`src/rtl/i2s_pkg.sv`:
```
// rtl/i2s_pkg.sv - shared types and helpers for the I2S receive-side decimator
//
// Purpose: FSM state encoding, the default largest decimation exponent and the
// exponent clamp used when a block's configuration is latched.
package i2s_pkg;

   typedef enum logic [1:0] {
      IDLE    = 2'd0,
      COLLECT = 2'd1,
      HOLD    = 2'd2
   } state_t;

   localparam int DEC_MAX_LOG2 = 5;

   // Exponents above the supported maximum are treated as the maximum.
   function automatic logic [2:0] clamp_log2(input logic [2:0] d, input logic [2:0] max_log2);
      return (d > max_log2) ? max_log2 : d;
   endfunction

endpackage

```
`src/rtl/i2s_pcm_decimator.sv`:
```
// rtl/i2s_pcm_decimator.sv - block-average decimator between the I2S sample FIFO and the bus side
//
// Purpose: pops samples from a first-word-fall-through FIFO, sums blocks of
// 2^dec_log2 samples and presents the rounded mean on a valid/ready stream.
// Ports:
//   clk, rst           clock; asynchronous active-high reset
//   en                 run enable, honoured at block boundaries
//   clr                synchronous flush of accumulator, counter and output
//   dec_log2           block size exponent, clamped to MAX_LOG2
//   is_signed          1 = two's-complement samples, 0 = unsigned
//   fifo_empty         FIFO has no word at its head
//   fifo_rdata         FIFO head word (valid while fifo_empty=0)
//   fifo_rd            pop strobe, one word per asserted cycle
//   m_valid, m_ready   output stream handshake
//   m_data             block mean
//   busy               block partially accumulated or output pending
module i2s_pcm_decimator
   import i2s_pkg::*;
#(
   parameter int DW       = 32,
   parameter int MAX_LOG2 = DEC_MAX_LOG2
) (
   input  logic          clk,
   input  logic          rst,
   input  logic          en,
   input  logic          clr,
   input  logic [2:0]    dec_log2,
   input  logic          is_signed,
   input  logic          fifo_empty,
   input  logic [DW-1:0] fifo_rdata,
   output logic          fifo_rd,
   output logic          m_valid,
   input  logic          m_ready,
   output logic [DW-1:0] m_data,
   output logic          busy
);

   // Accumulator carries MAX_LOG2 guard bits so a full block of extreme
   // samples plus the rounding bias never overflows.
   localparam int         AW    = DW + MAX_LOG2;
   localparam int         CW    = MAX_LOG2 + 1;
   localparam logic [2:0] MAX_L = 3'(MAX_LOG2);

   state_t          state;
   state_t          state_n;
   logic [AW-1:0]   acc;
   logic [CW-1:0]   cnt;
   logic [CW-1:0]   last_cnt;
   logic [2:0]      dsh;
   logic            sgn;
   logic [AW-1:0]   sample_ext;
   logic [AW-1:0]   sum;
   logic [AW-1:0]   biased;
   logic [AW-1:0]   rounded;
   logic            latch;
   logic            finish;

   assign sample_ext = sgn ? {{MAX_LOG2{fifo_rdata[DW-1]}}, fifo_rdata}
                           : {{MAX_LOG2{1'b0}}, fifo_rdata};
   assign sum        = acc + sample_ext;
   assign last_cnt   = (CW'(1) << dsh) - CW'(1);
   assign busy       = ((state == COLLECT) && (cnt != '0)) || m_valid;

   // Round half up, then divide; the shift is arithmetic for signed blocks so
   // negative means floor correctly after the bias is added.
   always_comb begin
      biased  = sum;
      rounded = sum;
      if (dsh != 3'd0) begin
         biased  = sum + (AW'(1) << (dsh - 3'd1));
         rounded = sgn ? AW'($signed(biased) >>> dsh) : (biased >> dsh);
      end
   end

   always_comb begin
      state_n = state;
      fifo_rd = 1'b0;
      latch   = 1'b0;
      finish  = 1'b0;
      if (clr) begin
         state_n = IDLE;
      end else begin
         case (state)
            IDLE: begin
               if (en) begin
                  state_n = COLLECT;
                  latch   = 1'b1;
               end
            end
            COLLECT: begin
               // Stopping is only allowed on a block boundary; a started
               // block always runs to completion.
               if (!en && (cnt == '0)) begin
                  state_n = IDLE;
               end else if (!fifo_empty) begin
                  fifo_rd = 1'b1;
                  if (cnt == last_cnt) begin
                     finish  = 1'b1;
                     state_n = HOLD;
                  end
               end
            end
            HOLD: begin
               if (m_valid && m_ready) begin
                  state_n = en ? COLLECT : IDLE;
                  latch   = en;
               end
            end
            default: state_n = IDLE;
         endcase
      end
   end

   always_ff @(posedge clk or posedge rst) begin
      if (rst) state <= IDLE;
      else     state <= state_n;
   end

   always_ff @(posedge clk or posedge rst) begin
      if (rst) begin
         acc     <= '0;
         cnt     <= '0;
         m_valid <= 1'b0;
         m_data  <= '0;
         dsh     <= '0;
         sgn     <= 1'b0;
      end else if (clr) begin
         acc     <= '0;
         cnt     <= '0;
         m_valid <= 1'b0;
         m_data  <= '0;
      end else begin
         if (latch) begin
            dsh <= clamp_log2(dec_log2, MAX_L);
            sgn <= is_signed;
         end
         if (fifo_rd) begin
            if (finish) begin
               m_data  <= rounded[DW-1:0];
               m_valid <= 1'b1;
               acc     <= '0;
               cnt     <= '0;
            end else begin
               acc <= sum;
               cnt <= cnt + CW'(1);
            end
         end else if (m_valid && m_ready) begin
            m_valid <= 1'b0;
         end
      end
   end

endmodule
```
`config.mk`:
```
export PLATFORM = sky130hd
export DESIGN_NAME = i2s_pcm_decimator
export DESIGN_NICKNAME = d
export VERILOG_FILES = /design/src/rtl/i2s_pkg.sv /design/src/rtl/i2s_pcm_decimator.sv
export SDC_FILE = /design/constraint.sdc
export NUM_CORES = 1
export LEC_CHECK = 0
export ABC_AREA = 0
export CORE_MARGIN = 3
export CORE_UTILIZATION = 30
export CTS_BUF_LIST = sky130_fd_sc_hd__clkbuf_4 sky130_fd_sc_hd__clkbuf_8
export DETAILED_ROUTE_END_ITERATION = 8
export PLACE_DENSITY = 0.53
export SYNTH_ARGS = -nofsm -noshare
export SYNTH_HDL_FRONTEND = slang
export SYNTH_SLANG_ARGS = --single-unit
```
`constraint.sdc`:
```
create_clock -name clk -period 11.1 [get_ports clk]
set_input_delay 3.33 -clock clk [delete_from_list [all_inputs] [get_ports clk]]
set_output_delay 3.33 -clock clk [all_outputs]
set_load 0.02 [all_outputs]
```
==> flow_metrics.env, run 1 <==
export IMPL_grt_max_degree=57
export IMPL_comb_power_frac=0.480
export IMPL_critPathBufInv=2
export IMPL_finalSetupViolations=0
export IMPL_slew_limit_headroom=0.205
export IMPL_grt_overflow_total=0
export IMPL_power_static_leakage_nw=4.09
export IMPL_post_place_cells=1458
export IMPL_final_antenna_net_count=0
export IMPL_slowest_stage="sky130_fd_sc_hd__clkdlybuf4s50_1"
export IMPL_crit_path_end="fifo_rd"
export IMPL_switching_power_mw=0.483
export IMPL_dp_worst_setup_slack_ns=2.40
export IMPL_final_design_area_no_fill_sq_um=9990
export IMPL_worst_path_most_repeated_cell="sky130_fd_sc_hd__clkdlybuf4s50_1"
export IMPL_synth_seq_area_share=0.237
export IMPL_flop_to_flop_setup_slack_ns=4.43
export IMPL_biggest_area_contributors_in_the_synthesized_netlist="sky130_fd_sc_hd__dfrtp_1, sky130_fd_sc_hd__ha_1, sky130_fd_sc_hd__nand2_1"
export IMPL_rr_startpoint="dsh[1]$_DFFE_PP0P_"
export IMPL_synthesis_area_per_instance_sq_um=8.23
export IMPL_yosys_area_share_xor_xnor=0.0593
export IMPL_die_width_um=176
export IMPL_power_frac_seq=0.277
export IMPL_vias=8462
export IMPL_postSynthRegisterBits=82
export IMPL_cp_num_cells=4
export IMPL_number_of_buffers_inserted_for_hold_repair_after_clock_tree_synthesis=0
export IMPL_first_iter_violations=753
export IMPL_min_delay_path_class="reg -> reg"
export IMPL_synthDominantCellAreaShare=0.237
export IMPL_via_per_inst=5.74
export IMPL_min_path_cells=2
export IMPL_floorplan_die_area_sq_um=30900
export IMPL_cellPowerDensity_nw_per_um2=115
export IMPL_mostFrequentLayoutCells="sky130_fd_sc_hd__nand2_1, sky130_fd_sc_hd__o21ai_0, sky130_fd_sc_hd__dfrtp_1"
export IMPL_max_clock_path_buffers=2
export IMPL_grt_first_pass_wirelength_um=46900
export IMPL_initial_cell_density_of_the_core=0.308
export IMPL_drt_pass1_iterations=5
export IMPL_num_antenna_cells=0
export IMPL_startpoint="clr"
export IMPL_synth_top_family_by_area="compound AO/OA/AOI/OAI gates"
export IMPL_layout_filler_cells=3020
export IMPL_place_area_sq_um=9740
export IMPL_final_non_filler_cells=1474
export IMPL_finalMaxSlewViolations=0
export IMPL_reg_clk_slew_reported_paths_ns=0.10
export IMPL_p_total_mw=1.15
export IMPL_route_detailed_drc=0
export IMPL_post_synth_instance_area_sq_um=8650
export IMPL_leading_cell_type_in_the_layout_fill_and_taps_excluded="sky130_fd_sc_hd__nand2_1"
export IMPL_worstReg2RegEnd="m_data[21]$_DFFE_PP0P_"
export IMPL_fin_crit_sh=0.788
export IMPL_timing_critical_path_slowest_cell_delay_ns=0.69
export IMPL_cp_cell_sequence="clkdlybuf4s50_1 > or2_2 > nor2_1 > clkdlybuf4s50_1"
export IMPL_worst_setup_path_end_kind="primary output"
export IMPL_syn2layout_area_growth_pct=15.4
export IMPL_synth_fa_ha_area_frac=0.0755
export IMPL_postSynthNetCount=1145
export IMPL_io_pins=77
export IMPL_clock_power_share=0.243
export IMPL_antenna_violations_before_repair=0
export IMPL_clock_sinks=82
export IMPL_upper_clock_frequency_limit_ghz=0.114
export IMPL_grt_use_total=0.191
export IMPL_buffer_ports_inserted=76
export IMPL_critical_path_startpoint_type="input pin"
export IMPL_cp_required_ns=7.77
export IMPL_worst_skew_pair_late_latency_ns=0.40
export IMPL_fin_setup_tns_ns=0
export IMPL_chipHeight_um=176
export IMPL_core_area_sq_um=28100
export IMPL_crit_family="buffers and inverters"
export IMPL_grt_pass1_vias=8332
export IMPL_muxShareOfSynthArea=0.0648
export IMPL_cts_repair_timing_setup_buffer_count=0
export IMPL_netlist_instances=1052
export IMPL_synth_edff_count=0
export IMPL_final_min_clock_period_ns=8.74
export IMPL_htree_num_levels=3
export IMPL_fin_ws_ns=2.36
export IMPL_cts_tree="built"
export IMPL_synth_ff_type="sky130_fd_sc_hd__dfrtp_1"
export IMPL_power_switching_fraction=0.419
export IMPL_cp_arrival_ns=5.41
export IMPL_p_int_mw=0.669
export IMPL_rr_worst_depth=23
export IMPL_synthDistinctLibCells=101
export IMPL_drt_wirelength_per_cell_um=20.1
export IMPL_clock_skew_ns=0.0163
export IMPL_synth_compound_area_share=0.297
export IMPL_nets=1184
export IMPL_path_class="in -> out"
export IMPL_wl_um=29600
export IMPL_postSynth_asyncResetShare=1.00
export IMPL_detailed_place_hpwl_um=22800
export IMPL_cts_resized_gates=0
export IMPL_post_synth_and_or_nand_nor_area_fraction=0.228
export IMPL_timing_worst_slew_pin_value_ns=1.18
export IMPL_critical_path_peak_fanout=7
export IMPL_cap_violations=0
export IMPL_cts_root_buf="sky130_fd_sc_hd__clkbuf_8"
export IMPL_hold_viol_final=0
export IMPL_status="complete, no violations"
export IMPL_rsz0062_at_grt="false"
export IMPL_drive_gt1_frac=0.0922
export IMPL_rows=61
export IMPL_number_of_buffers_created_by_cts=9
export IMPL_finalWeightedCongestion=0.894
export IMPL_synth_largest_area_cell="sky130_fd_sc_hd__dfrtp_1"
export IMPL_synthesis_yosys_warnings=0
export IMPL_vdd_drop_max_mv=0.0587
-- through the flow --
step	utilization	hold WS, ns
final	0.356	0.493
after global routing	0.356	0.515
after detailed placement	0.347	0.475
after CTS	0.356	0.497
after floorplan	-	0.453
after global placement	0.347	0.467
-- cell type report --
type | instances | area (sq um) | area share
clock buffers | 11 | 139 | 0.0139
clock inverters | 5 | 103 | 0.0103
inverters | 25 | 95.1 | 0.00952
multi-input cells | 887 | 6290 | 0.629
flip-flops and latches | 82 | 2050 | 0.206
well taps | 378 | 473 | 0.0474
repair buffers | 86 | 836 | 0.0837
-- cell usage after synthesis (5+ instances only) --
cell and count:
sky130_fd_sc_hd__xnor2_1 38, sky130_fd_sc_hd__a22o_1 28, sky130_fd_sc_hd__mux2i_1 29, sky130_fd_sc_hd__a2111oi_0 5, sky130_fd_sc_hd__nor4_1 13, sky130_fd_sc_hd__and4_1 6
sky130_fd_sc_hd__clkbuf_1 39, sky130_fd_sc_hd__o2111ai_1 9, sky130_fd_sc_hd__buf_1 5, sky130_fd_sc_hd__nand2_1 118, sky130_fd_sc_hd__and2_1 9, sky130_fd_sc_hd__o21ai_0 81
sky130_fd_sc_hd__o211ai_1 16, sky130_fd_sc_hd__buf_2 13, sky130_fd_sc_hd__a21oi_2 7, sky130_fd_sc_hd__a22oi_1 5, sky130_fd_sc_hd__dfrtp_1 82, sky130_fd_sc_hd__o221ai_1 5
sky130_fd_sc_hd__nand2b_1 14, sky130_fd_sc_hd__xor2_1 15, sky130_fd_sc_hd__nor3_1 26, sky130_fd_sc_hd__inv_1 22, sky130_fd_sc_hd__nor2_1 78, sky130_fd_sc_hd__and3_1 13
sky130_fd_sc_hd__nand3_1 21, sky130_fd_sc_hd__or3_1 12, sky130_fd_sc_hd__mux2_2 12, sky130_fd_sc_hd__o21a_1 8, sky130_fd_sc_hd__nand3b_1 5, sky130_fd_sc_hd__a21oi_1 70
sky130_fd_sc_hd__a21o_1 17, sky130_fd_sc_hd__a31oi_1 9, sky130_fd_sc_hd__mux4_2 6, sky130_fd_sc_hd__o31ai_1 5, sky130_fd_sc_hd__nand4_1 25, sky130_fd_sc_hd__ha_1 49
sky130_fd_sc_hd__a211oi_1 17
-- metal layers --
metal,GRT usage,vias to the layer above,share of wire
li1,-,4067,-
met2,0.330,230,0.49
met1,0.249,4132,0.44
met4,0.0449,0,0.015
met3,0.0311,33,0.050
met5,0,-,0
-- cell families (layout without fill, tap and decap cells) --
| group | Yosys count | after routing |
|---|---|---|
| flops | 82 | 82 |
| buf+inv | 83 | 127 |
| xor+xnor | 56 | 56 |
| fa+ha+maj | 51 | 51 |
| simple gates | 374 | 374 |
| compound gates | 359 | 359 |
| mux | 47 | 47 |
-- power groups by stage --
| stage | registers [mW] | clock network [mW] | logic, mW |
|---|---|---|---|
| 2_1_floorplan | 0.318 | 0 | 0.409 |
| 3_3_place_gp | 0.325 | 0 | 0.545 |
| 3_5_place_dp | 0.325 | 0 | 0.546 |
| 4_1_cts | 0.319 | 0.289 | 0.549 |
| 5_1_grt | 0.321 | 0.301 | 0.606 |
| 6_report | 0.319 | 0.280 | 0.553 |
-- registers in the layout, indices dropped and copies added, names as in the netlist --
name / count
acc: 37
m_data: 32
cnt: 6
dsh: 3
state: 2
m_valid: 1
sgn: 1
-- how the worst min path moves through the flow --
| stage | from | end |
|---|---|---|
| 3_3_place_gp | acc[11]$_DFFE_PP0P_ | acc[11]$_DFFE_PP0P_ |
| 4_1_cts | acc[14]$_DFFE_PP0P_ | acc[14]$_DFFE_PP0P_ |
| 5_1_grt | acc[19]$_DFFE_PP0P_ | acc[19]$_DFFE_PP0P_ |
| 3_5_place_dp | acc[14]$_DFFE_PP0P_ | acc[14]$_DFFE_PP0P_ |
| 2_1_floorplan | acc[5]$_DFFE_PP0P_ | acc[5]$_DFFE_PP0P_ |
| 6_report | acc[14]$_DFFE_PP0P_ | acc[14]$_DFFE_PP0P_ |
-- tightest hold or removal path, stage by stage, from the launching register on --
cell,delay [ns]
sky130_fd_sc_hd__dfrtp_1,0.36
sky130_fd_sc_hd__nand2_1,0.05
sky130_fd_sc_hd__o21ai_0,0.06
No activity file was read; power rests on OpenSTA's default activity.
==> run 2, diff against run 1 <==
clock period = 8.3 ns   (was 11.1 ns; I/O delays follow)
==> run 2 against run 1 <==
  * Sequential share of layout area barely moved
  * Via count barely moved
  * Clock power rose by 27%
  * Worst setup slack got worse by 1.4 ns
  * First-iteration DRC count rose by 5.6%
  * Clock skew rose by 0.0039 ns
  * Largest cell class unchanged
==> flow_metrics.env, run 2 (same netlist as run 1, synthesis figures left out) <==
export IMPL_status="complete, no violations"
export IMPL_wl_um=29800
export IMPL_drt_pass1_iterations=5
export IMPL_htree_num_levels=3
export IMPL_fin_setup_tns_ns=0
export IMPL_route_detailed_drc=0
export IMPL_cts_tree="built"
export IMPL_crit_family="simple AND/OR/NAND/NOR gates"
export IMPL_leading_cell_type_in_the_layout_fill_and_taps_excluded="sky130_fd_sc_hd__nand2_1"
export IMPL_grt_use_total=0.191
export IMPL_max_clock_path_buffers=2
export IMPL_timing_critical_path_slowest_cell_delay_ns=0.54
export IMPL_critPathBufInv=2
export IMPL_reg_largest_list="acc (37), m_data (32), cnt (6)"
export IMPL_largest_register_ff_count=37
export IMPL_rows=61
export IMPL_final_min_clock_period_ns=7.30
export IMPL_final_non_filler_cells=1478
export IMPL_startpoint="fifo_rdata[0]"
export IMPL_drt_wirelength_per_cell_um=20.1
export IMPL_floorplan_die_area_sq_um=30900
export IMPL_crit_path_end="m_data[28]$_DFFE_PP0P_"
export IMPL_first_iter_violations=795
export IMPL_vias=8465
export IMPL_upper_clock_frequency_limit_ghz=0.137
export IMPL_cts_resized_gates=0
export IMPL_finalMaxSlewViolations=0
export IMPL_cts_root_buf="sky130_fd_sc_hd__clkbuf_8"
export IMPL_critical_path_startpoint_type="input pin"
export IMPL_fraction_of_the_core_area_covered_by_cells_at_the_end_of_the_flow=0.356
export IMPL_detailed_place_hpwl_um=22800
export IMPL_fin_crit_sh=0.880
export IMPL_reg_clk_slew_reported_paths_ns=0.10
export IMPL_clock_sinks=82
export IMPL_worst_setup_path_end_kind="flip-flop"
export IMPL_finalSetupViolations=0
export IMPL_grt_max_degree=56
export IMPL_nets=1188
export IMPL_worst_skew_pair_late_latency_ns=0.41
export IMPL_flop_to_flop_setup_slack_ns=2.48
export IMPL_min_delay_path_class="reg -> reg"
export IMPL_core_area_sq_um=28100
export IMPL_number_of_buffers_inserted_for_hold_repair_after_clock_tree_synthesis=0
export IMPL_chipHeight_um=176
export IMPL_cp_cell_sequence="clkdlybuf4s50_1 > ha_1 > fa_1 > nand3_1 > a21o_1 > nand2_1 > xnor2_1 > inv_1 > ha_1 > o21ai_0 > nand2b_1 > a21oi_1 > nor4_1 > and3_1 > nand4_1 > or4_4 > nor4_2 > xnor2_1 > mux2_2 > a31oi_1 > a32o_1"
export IMPL_timing_worst_slew_pin_value_ns=1.08
export IMPL_post_place_cells=1462
export IMPL_layout_filler_cells=2994
export IMPL_cellPowerDensity_nw_per_um2=153
export IMPL_io_pins=77
export IMPL_via_per_inst=5.73
export IMPL_rsz0062_at_grt="false"
export IMPL_largest_register="acc"
export IMPL_initial_cell_density_of_the_core=0.308
export IMPL_path_class="in -> reg"
export IMPL_die_width_um=176
export IMPL_final_antenna_net_count=0
export IMPL_slowest_stage="sky130_fd_sc_hd__or4_4"
export IMPL_rr_startpoint="dsh[0]$_DFFE_PP0P_"
export IMPL_syn2layout_area_growth_pct=15.6
export IMPL_finalWeightedCongestion=0.867
export IMPL_grt_first_pass_wirelength_um=47200
export IMPL_grt_pass1_vias=8290
export IMPL_grt_overflow_total=0
export IMPL_mostFrequentLayoutCells="sky130_fd_sc_hd__nand2_1, sky130_fd_sc_hd__o21ai_0, sky130_fd_sc_hd__dfrtp_1"
export IMPL_vdd_drop_max_mv=0.0791
export IMPL_antenna_violations_before_repair=1
export IMPL_num_antenna_cells=0
export IMPL_drive_gt1_frac=0.0955
export IMPL_cp_num_cells=21
export IMPL_cp_required_ns=8.58
export IMPL_rr_worst_depth=23
export IMPL_buffer_ports_inserted=76
export IMPL_clock_skew_ns=0.0201
export IMPL_hold_viol_final=0
export IMPL_cp_arrival_ns=7.58
export IMPL_slew_limit_headroom=0.270
export IMPL_number_of_buffers_created_by_cts=9
export IMPL_worstReg2RegEnd="m_data[21]$_DFFE_PP0P_"
export IMPL_critical_path_peak_fanout=5
export IMPL_cts_repair_timing_setup_buffer_count=0
export IMPL_power_static_leakage_nw=4.09
export IMPL_cap_violations=0
run 2: worst register-to-register path, delay by kind of cell, from the launching register on:
| family | cells | cell delay, ns |
|---|---|---|
| compound gates | 4 | 0.81 |
| buf+inv | 6 | 1.03 |
| simple gates | 7 | 1.59 |
| fa+ha+maj | 3 | 0.98 |
| xor+xnor | 1 | 0.30 |
| flops | 1 | 0.35 |
| mux | 2 | 0.67 |
run 2: per-layer routing:
layer | wire length [um] | vias to the layer above | track usage | share of wire
met1 | 13500 | 4133 | 0.254 | 0.45
met5 | 0 | - | 0 | 0
met4 | 395 | 0 | 0.0422 | 0.013
met3 | 1390 | 30 | 0.0329 | 0.047
met2 | 14500 | 222 | 0.325 | 0.49
li1 | - | 4080 | - | -
run 2: power by group:
group,internal (mW),switching [mW]
Sequential,0.412,0.00860
Clock,0.172,0.183
Combinational,0.281,0.470
run 2: per-stage QoR:
| step | power [mW] | setup WS [ns] | hold slack, ns | area (sq um) |
|---|---|---|---|---|
| final | 1.53 | 0.999 | 0.485 | 10000 |
| after global routing | 1.63 | 0.635 | 0.495 | 10000 |
| after CTS | 1.53 | 1.05 | 0.488 | 10000 |
| after detailed placement | 1.17 | 0.644 | 0.465 | 9770 |
| after global placement | 1.17 | 0.774 | 0.468 | 9770 |
| after floorplan | 0.972 | 1.65 | 0.453 | 8650 |
run 2: how the worst min path moves through the flow:
stage,startpoint,endpoint,slack [ns],cells past startpoint
finish,m_data[8]$_DFFE_PP0P_,m_data[8]$_DFFE_PP0P_,0.49,1
global route,m_data[8]$_DFFE_PP0P_,m_data[8]$_DFFE_PP0P_,0.50,1
CTS,m_data[8]$_DFFE_PP0P_,m_data[8]$_DFFE_PP0P_,0.49,1
detailed placement,m_data[8]$_DFFE_PP0P_,m_data[8]$_DFFE_PP0P_,0.46,1
global placement,acc[11]$_DFFE_PP0P_,acc[11]$_DFFE_PP0P_,0.47,2
floorplan,acc[5]$_DFFE_PP0P_,acc[5]$_DFFE_PP0P_,0.45,2
run 2: layout make-up:
class                   instances  area [sq um]  area share
clock buffers                   9           124      0.0124
clock inverters                 7           101      0.0101
multi-input cells             887          6290       0.629
repair buffers                 90           866      0.0866
well taps                     378           473      0.0473
inverters                      25          95.1     0.00951
flip-flops and latches         82          2050       0.205
